**config.mk**
```make
export PLATFORM = sky130hd
export DESIGN_NAME = spi_ram_burst
export DESIGN_NICKNAME = d
export VERILOG_FILES = /design/src/rtl/spi_ram_pkg.sv /design/src/rtl/spi_ram_core.sv /design/src/rtl/spi_ram_burst.sv
export SDC_FILE = /design/constraint.sdc
export NUM_CORES = 2
export LEC_CHECK = 0
export ABC_CLOCK_PERIOD_IN_PS = 2850
export CELL_PAD_IN_SITES_DETAIL_PLACEMENT = 0
export CELL_PAD_IN_SITES_GLOBAL_PLACEMENT = 2
export CORE_UTILIZATION = 32
export CTS_BUF_LIST = sky130_fd_sc_hd__clkbuf_8 sky130_fd_sc_hd__clkbuf_16
export DETAILED_ROUTE_END_ITERATION = 10
export PLACE_DENSITY_LB_ADDON = 0.1
export SLEW_MARGIN = 20
export SYNTH_ARGS = -nofsm -noshare
export SYNTH_HDL_FRONTEND = slang
export SYNTH_SLANG_ARGS = --single-unit
```
**constraint.sdc**
```tcl
create_clock -name clk -period 2.85 [get_ports clk]
set_input_delay 0.285 -clock clk [delete_from_list [all_inputs] [get_ports clk]]
set_output_delay 0.285 -clock clk [all_outputs]
set_load 0.005 [all_outputs]
```
**src/rtl/spi_ram_pkg.sv**
```systemverilog
// Shared command encoding and command-word field helpers for the SPI-attached RAM.
package spi_ram_pkg;

  typedef enum logic [1:0] {
    WR_ADDR = 2'b00,
    WR_DATA = 2'b01,
    RD_ADDR = 2'b10,
    RD_DATA = 2'b11
  } cmd_e;

  localparam int OPC_W = 2;

  // The opcode sits directly above the payload in the command word.
  function automatic int opc_lsb(input int data_width);
    return data_width;
  endfunction

  function automatic int opc_msb(input int data_width);
    return data_width + OPC_W - 1;
  endfunction

endpackage

```
**src/rtl/spi_ram_core.sv**
```systemverilog
// Single-port synchronous RAM; the read register only loads on an enabled read.
module spi_ram_core #(
  parameter int DATA_WIDTH = 8,
  parameter int MEM_DEPTH  = 256,
  parameter int ADDR_WIDTH = $clog2(MEM_DEPTH)
) (
  input  logic                  clk,
  input  logic                  rst_n,
  input  logic                  we,
  input  logic                  re,
  input  logic [ADDR_WIDTH-1:0] addr,
  input  logic [DATA_WIDTH-1:0] wdata,
  output logic [DATA_WIDTH-1:0] rdata
);

  logic [DATA_WIDTH-1:0] mem [MEM_DEPTH];
  logic [DATA_WIDTH-1:0] rdata_reg;

  // Array contents are deliberately left out of reset so it maps onto block RAM.
  always_ff @(posedge clk) begin
    if (we) begin
      mem[addr] <= wdata;
    end
  end

  always_ff @(posedge clk or negedge rst_n) begin
    if (!rst_n) begin
      rdata_reg <= '0;
    end else if (re) begin
      rdata_reg <= mem[addr];
    end
  end

  assign rdata = rdata_reg;

endmodule

```
**src/rtl/spi_ram_burst.sv**
```systemverilog
// Command decoder for the SPI-attached RAM: address pointers, range checks,
// optional burst auto-increment and a protocol-error pulse.
module spi_ram_burst
  import spi_ram_pkg::*;
#(
  parameter int DATA_WIDTH = 8,
  parameter int MEM_DEPTH  = 256,
  parameter int ADDR_WIDTH = $clog2(MEM_DEPTH),
  parameter bit AUTO_INC   = 1'b1
) (
  input  logic                  clk,
  input  logic                  rst_n,
  input  logic [DATA_WIDTH+1:0] din,
  input  logic                  rx_valid,
  output logic [DATA_WIDTH-1:0] dout,
  output logic                  tx_valid,
  output logic                  err
);

  localparam int OPC_LSB = opc_lsb(DATA_WIDTH);
  localparam int OPC_MSB = opc_msb(DATA_WIDTH);
  localparam logic [ADDR_WIDTH-1:0] LAST_ADDR = ADDR_WIDTH'(MEM_DEPTH - 1);
  localparam logic [DATA_WIDTH:0]   DEPTH_EXT = (DATA_WIDTH + 1)'(MEM_DEPTH);

  cmd_e                  cmd;
  logic [DATA_WIDTH-1:0] payload;
  logic                  addr_in_range;

  logic [ADDR_WIDTH-1:0] wr_ptr_reg, wr_ptr_next;
  logic [ADDR_WIDTH-1:0] rd_ptr_reg, rd_ptr_next;
  logic                  wa_ok_reg, wa_ok_next;
  logic                  ra_ok_reg, ra_ok_next;
  logic                  tx_valid_reg, tx_valid_next;
  logic                  err_reg, err_next;

  logic                  mem_we;
  logic                  mem_re;
  logic [ADDR_WIDTH-1:0] mem_addr;

  assign cmd     = cmd_e'(din[OPC_MSB:OPC_LSB]);
  assign payload = din[DATA_WIDTH-1:0];

  // Both checks matter: depth may be below 2**ADDR_WIDTH, and the payload may be wider.
  assign addr_in_range = ({1'b0, payload} < DEPTH_EXT) && ((payload >> ADDR_WIDTH) == '0);

  function automatic logic [ADDR_WIDTH-1:0] ptr_incr(input logic [ADDR_WIDTH-1:0] p);
    return (p == LAST_ADDR) ? '0 : p + ADDR_WIDTH'(1);
  endfunction

  always_comb begin
    wr_ptr_next   = wr_ptr_reg;
    rd_ptr_next   = rd_ptr_reg;
    wa_ok_next    = wa_ok_reg;
    ra_ok_next    = ra_ok_reg;
    tx_valid_next = 1'b0;
    err_next      = 1'b0;
    mem_we        = 1'b0;
    mem_re        = 1'b0;
    if (rx_valid) begin
      unique case (cmd)
        WR_ADDR: begin
          if (addr_in_range) begin
            wr_ptr_next = payload[ADDR_WIDTH-1:0];
            wa_ok_next  = 1'b1;
          end else begin
            err_next = 1'b1;
          end
        end
        WR_DATA: begin
          if (wa_ok_reg) begin
            mem_we = 1'b1;
            if (AUTO_INC) wr_ptr_next = ptr_incr(wr_ptr_reg);
          end else begin
            err_next = 1'b1;
          end
        end
        RD_ADDR: begin
          if (addr_in_range) begin
            rd_ptr_next = payload[ADDR_WIDTH-1:0];
            ra_ok_next  = 1'b1;
          end else begin
            err_next = 1'b1;
          end
        end
        RD_DATA: begin
          if (ra_ok_reg) begin
            mem_re        = 1'b1;
            tx_valid_next = 1'b1;
            if (AUTO_INC) rd_ptr_next = ptr_incr(rd_ptr_reg);
          end else begin
            err_next = 1'b1;
          end
        end
      endcase
    end
  end

  // One command per cycle, so the single port only ever needs one pointer.
  assign mem_addr = (cmd == RD_DATA) ? rd_ptr_reg : wr_ptr_reg;

  always_ff @(posedge clk or negedge rst_n) begin
    if (!rst_n) begin
      wr_ptr_reg   <= '0;
      rd_ptr_reg   <= '0;
      wa_ok_reg    <= 1'b0;
      ra_ok_reg    <= 1'b0;
      tx_valid_reg <= 1'b0;
      err_reg      <= 1'b0;
    end else begin
      wr_ptr_reg   <= wr_ptr_next;
      rd_ptr_reg   <= rd_ptr_next;
      wa_ok_reg    <= wa_ok_next;
      ra_ok_reg    <= ra_ok_next;
      tx_valid_reg <= tx_valid_next;
      err_reg      <= err_next;
    end
  end

  spi_ram_core #(
    .DATA_WIDTH(DATA_WIDTH),
    .MEM_DEPTH (MEM_DEPTH),
    .ADDR_WIDTH(ADDR_WIDTH)
  ) u_core (
    .clk  (clk),
    .rst_n(rst_n),
    .we   (mem_we),
    .re   (mem_re),
    .addr (mem_addr),
    .wdata(payload),
    .rdata(dout)
  );

  assign tx_valid = tx_valid_reg;
  assign err      = err_reg;

endmodule

```
==> flow_summary_export.csv <==
group,metric,value,unit
logic_synthesis,ys_seq_elements,2076,
worst_setup_path,crit_arrival,4.06,ns
route,wirelength,273000,um
route,vias_per_cell,5.39,
worst_setup_path,critPathCaptureType,"flip-flop",
cts,cts_buffers,225,
route,final_antenna_net_count,0,
worst_setup_path,path_common_cell,"buf_12",
sta,rsz0062_at_grt,"yes",
finish,drive_above_1_share,30.3,%
floorplan,core_region_area,241000,um2
worst_setup_path,criticalPathCategory,"flip-flop to flip-flop",
power_and_ir_drop,powerDensity,795,nW/um2
grt,grt_overflow,0,
sta,max_freq,0.301,GHz
place,gp_congestion,0.788,
logic_synthesis,yosysSeqAreaShare,80.3,%
logic_synthesis,synth_cell_types,59,
worst_setup_path,worstSetupStartpointType,"flip-flop",
sta,period_share,117,%
sta,slew_headroom,29.1,%
logic_synthesis,synth_warnings,0,
route,avgRoutedWirePerCell,31.0,um
flow_run,maxCapViolCount,0,
grt,antenna_found_initial,18,
finish,post-route-util,41.6,%
cts,clk_latency,0.86,ns
worst_setup_path,critPathTopFamily,"buffers and inverters",
floorplan,die_y,494,um
worst_setup_path,worstPathRequired,3.59,ns
logic_synthesis,synth_edf_count,2048,
finish,fin_cells,8802,
worst_setup_path,crit_path_max_incr_delay,0.63,ns
worst_hold_path,hold_class,"primary input to asynchronous set/reset pin",
place,port_buffers,22,
logic_synthesis,syn_area,77500,um2
place,dp_worst_setup_slack,-1.95,ns
sta,setup_slack,-0.475,ns
finish,syn2layout_area_growth,29.3,%
place,place_area,90500,um2
floorplan,fp.dieW,494,um
grt,grt_pass1_wl,380000,um
logic_synthesis,synth.avg_cell_area,17.6,um2
worst_setup_path,crit_buf_inv,8,
finish,nets,5447,
floorplan,initial_core_util,32.2,%
sta,drv_slew,0,
floorplan,die-area,244000,um2
worst_setup_path,cp_max_fo,14,
worst_setup_path,crit_path_start,"rd_ptr_reg[1]$_DFFE_PN0P_",
cts,cts_num_sinks,2076,
sta,hold_ws,0.166,ns
grt,gr-usage-all-layers,22.1,%
route,drc,0,
route,drt_iter0_drc,4272,
power_and_ir_drop,ir_drop,0.000552,V
logic_synthesis,synth_ff_type,"edfxtp_1",
finish,largest_register,"u_core.mem",
cts,cts_root_buf,"clkbuf_16",
logic_synthesis,yosys-top-cells-area,"edfxtp_1 79%, a22oi_1 4.3%, a221o_1 3.6%",
floorplan,top_level_ports,23,
cts,cts_tree,"yes",
route,dr.pass1.iters,6,
logic_synthesis,synthArstFlopShare,1.35,%
run_status,status,"finished with violations",
finish,fin_area,100000,um2
finish,fillers,21700,
sta,setup_violations,8,
route,vias,47500,
logic_synthesis,synth_top_cell_by_area,"edfxtp_1",
worst_setup_path,cp_slowest_cell,"nor4_4",
cts,clk_pin_slew,0.06,ns
sta,worst_slew_pin_slew,1.06,ns
logic_synthesis,netlist_instances,4409,
sta,hold_violations,0,
run_status,violations,"setup timing",
power_and_ir_drop,leakagePower,33.0,nW
place,post-place-cells,8311,
logic_synthesis,synth_nets,4424,
worst_setup_path,cp_cell_sequence,"buf_6, nand4b_1, o21ai_4, buf_12, buf_12, buf_6, buf_12, buf_12, buf_8, a221oi_4, nor4_2, nor4_4, buf_4, o32ai_1, o31a_1",
grt,first_global_vias,47500,
place,hpwl,179000,um
sta,fin_crit,3.33,ns
worst_setup_path,timing.rr.start,"rd_ptr_reg[1]$_DFFE_PN0P_",
floorplan,rows,180,
grt,grt_max_degree,112,
cts,clockBufferDepth,3,
finish,largest_reg_flops,2048,
cts,htree_levels,4,
sta,finalClockSkew,0.0342,ns
logic_synthesis,synth_top_area_share,79.4,%
## path summary, 6_finish.rpt
kind,end,slack (ns),cells after the start
worst max-delay path,u_core.rdata[7]$_DFFE_PN0P_,-0.48,15
worst min-delay path,err$_DFF_PN0_,0.17,2
worst max register to register,u_core.rdata[7]$_DFFE_PN0P_,-0.48,15
worst min register to register,wa_ok_reg$_DFFE_PN0P_,0.54,1
max in group asynchronous,wr_ptr_reg[2]$_DFFE_PN0P_,1.98,2
min in group clk,err$_DFF_PN0_,0.26,3
## layout make-up
| cell class | instances | area, um2 | area share (%) |
|---|---|---|---|
| Inverter | 6 | 22.5 | 0.0225 |
| Clock buffer | 227 | 5680 | 5.67 |
| Clock inverter | 181 | 1290 | 1.29 |
| Multi-Input combinational cell | 1986 | 15700 | 15.7 |
| Sequential cell | 2076 | 62200 | 62.1 |
| Tap cell | 3185 | 3990 | 3.98 |
| Timing Repair Buffer | 1137 | 11200 | 11.2 |
| Antenna cell | 4 | 10.0 | 0.00999 |
## worst register-to-register path, stage by stage (launching register included)
cell	delay, ns
dfrtp_1	0.42
buf_6	0.13
nand4b_1	0.14
o21ai_4	0.09
buf_12	0.16
buf_12	0.15
buf_6	0.14
buf_12	0.14
buf_12	0.15
buf_8	0.13
a221oi_4	0.27
nor4_2	0.11
nor4_4	0.63
buf_4	0.22
o32ai_1	0.08
o31a_1	0.25
## synth_stat cells, types with 4 or more instances
cell type     n
nor2_1      283
nor4_1       82
edfxtp_1   2048
o41ai_1       8
o21a_1       10
o21ai_1       4
nand2_1     102
a31oi_1       9
o21ai_0      22
a311oi_1     26
buf_1        53
o22ai_1      20
a221o_1     279
mux2i_1       4
o31ai_1      12
nand2b_1      6
buf_2       140
nand3_1     230
a22oi_1     443
inv_1         6
and3_1       22
dfrtp_1      28
a32oi_1       8
a22o_1       13
nand4_1       7
or4_1         8
nand2_2       4
o32ai_1       5
clkbuf_1    144
a21oi_1      45
a221oi_1    297
## per-layer routing
layer | GRT usage [%] | vias to the layer above | share of wire (%)
met5 | 0 | - | 0
met4 | 4.62 | 0 | 2.1
met3 | 2.64 | 268 | 4.5
met2 | 35.7 | 1245 | 47
met1 | 31.8 | 25100 | 46
li1 | - | 20800 | -
## power by group
part           internal [W]  switching [W]  leakage (nW)
combinational       0.00723         0.0106          10.7
clock                0.0157         0.0122          3.59
sequential           0.0337       0.000274          18.7
total                0.0566         0.0231          33.0
## metrics by stage
step / power, W / TNS, ns
2_1_floorplan: 0.0404 / -135.09
3_3_place_gp: 0.0508 / -1496.36
3_5_place_dp: 0.0507 / -1437.68
4_1_cts: 0.0800 / -3.09
5_1_grt: 0.0822 / -3.98
6_report: 0.0797 / -3.08
## cell families (layout without fill, tap and decap cells)
| family | Yosys count | count (layout) | synth area share [%] |
|---|---|---|---|
| adder cells (fa/ha/maj) | 2 | 2 | 0.0323 |
| AO/OA/AOI/OAI | 1221 | 1221 | 13.1 |
| AND/OR/NAND/NOR | 755 | 755 | 4.51 |
| flip-flops | 2076 | 2076 | 80.3 |
| other | 0 | 4 | 0 |
| multiplexers | 8 | 8 | 0.128 |
| buffers and inverters | 347 | 1551 | 1.94 |
## placed cells by master, fill, tap and decap left out, types with 16 or more instances in the layout
| cell | Yosys | layout |
|---|---|---|
| clkbuf_16 | 0 | 229 |
| a221o_1 | 279 | 279 |
| buf_12 | 0 | 171 |
| nand2_1 | 102 | 88 |
| buf_8 | 0 | 20 |
| nor4_2 | 0 | 30 |
| nor4_1 | 82 | 41 |
| inv_1 | 6 | 55 |
| o21ai_0 | 22 | 21 |
| buf_6 | 2 | 30 |
| clkinv_2 | 0 | 36 |
| edfxtp_1 | 2048 | 2048 |
| clkinv_1 | 0 | 61 |
| nand3_2 | 0 | 16 |
| a221oi_1 | 297 | 240 |
| nand3_1 | 230 | 212 |
| a221oi_2 | 2 | 55 |
| nor2_4 | 0 | 46 |
| buf_4 | 2 | 882 |
| a21oi_1 | 45 | 43 |
| nor2_1 | 283 | 228 |
| and3_1 | 22 | 22 |
| a22oi_1 | 443 | 424 |
| a22oi_2 | 0 | 19 |
| dfrtp_1 | 28 | 23 |
## timing repair
action,in CTS,in global routing
pin swaps,44,30
hold buffers,9,0
buffers inserted,60,12
endpoints found under the hold margin,283,0
endpoints found under the setup margin,471,161
gates resized for setup,223,89
gates cloned,6,2
Note: power is estimated with default switching activity, not from simulation.
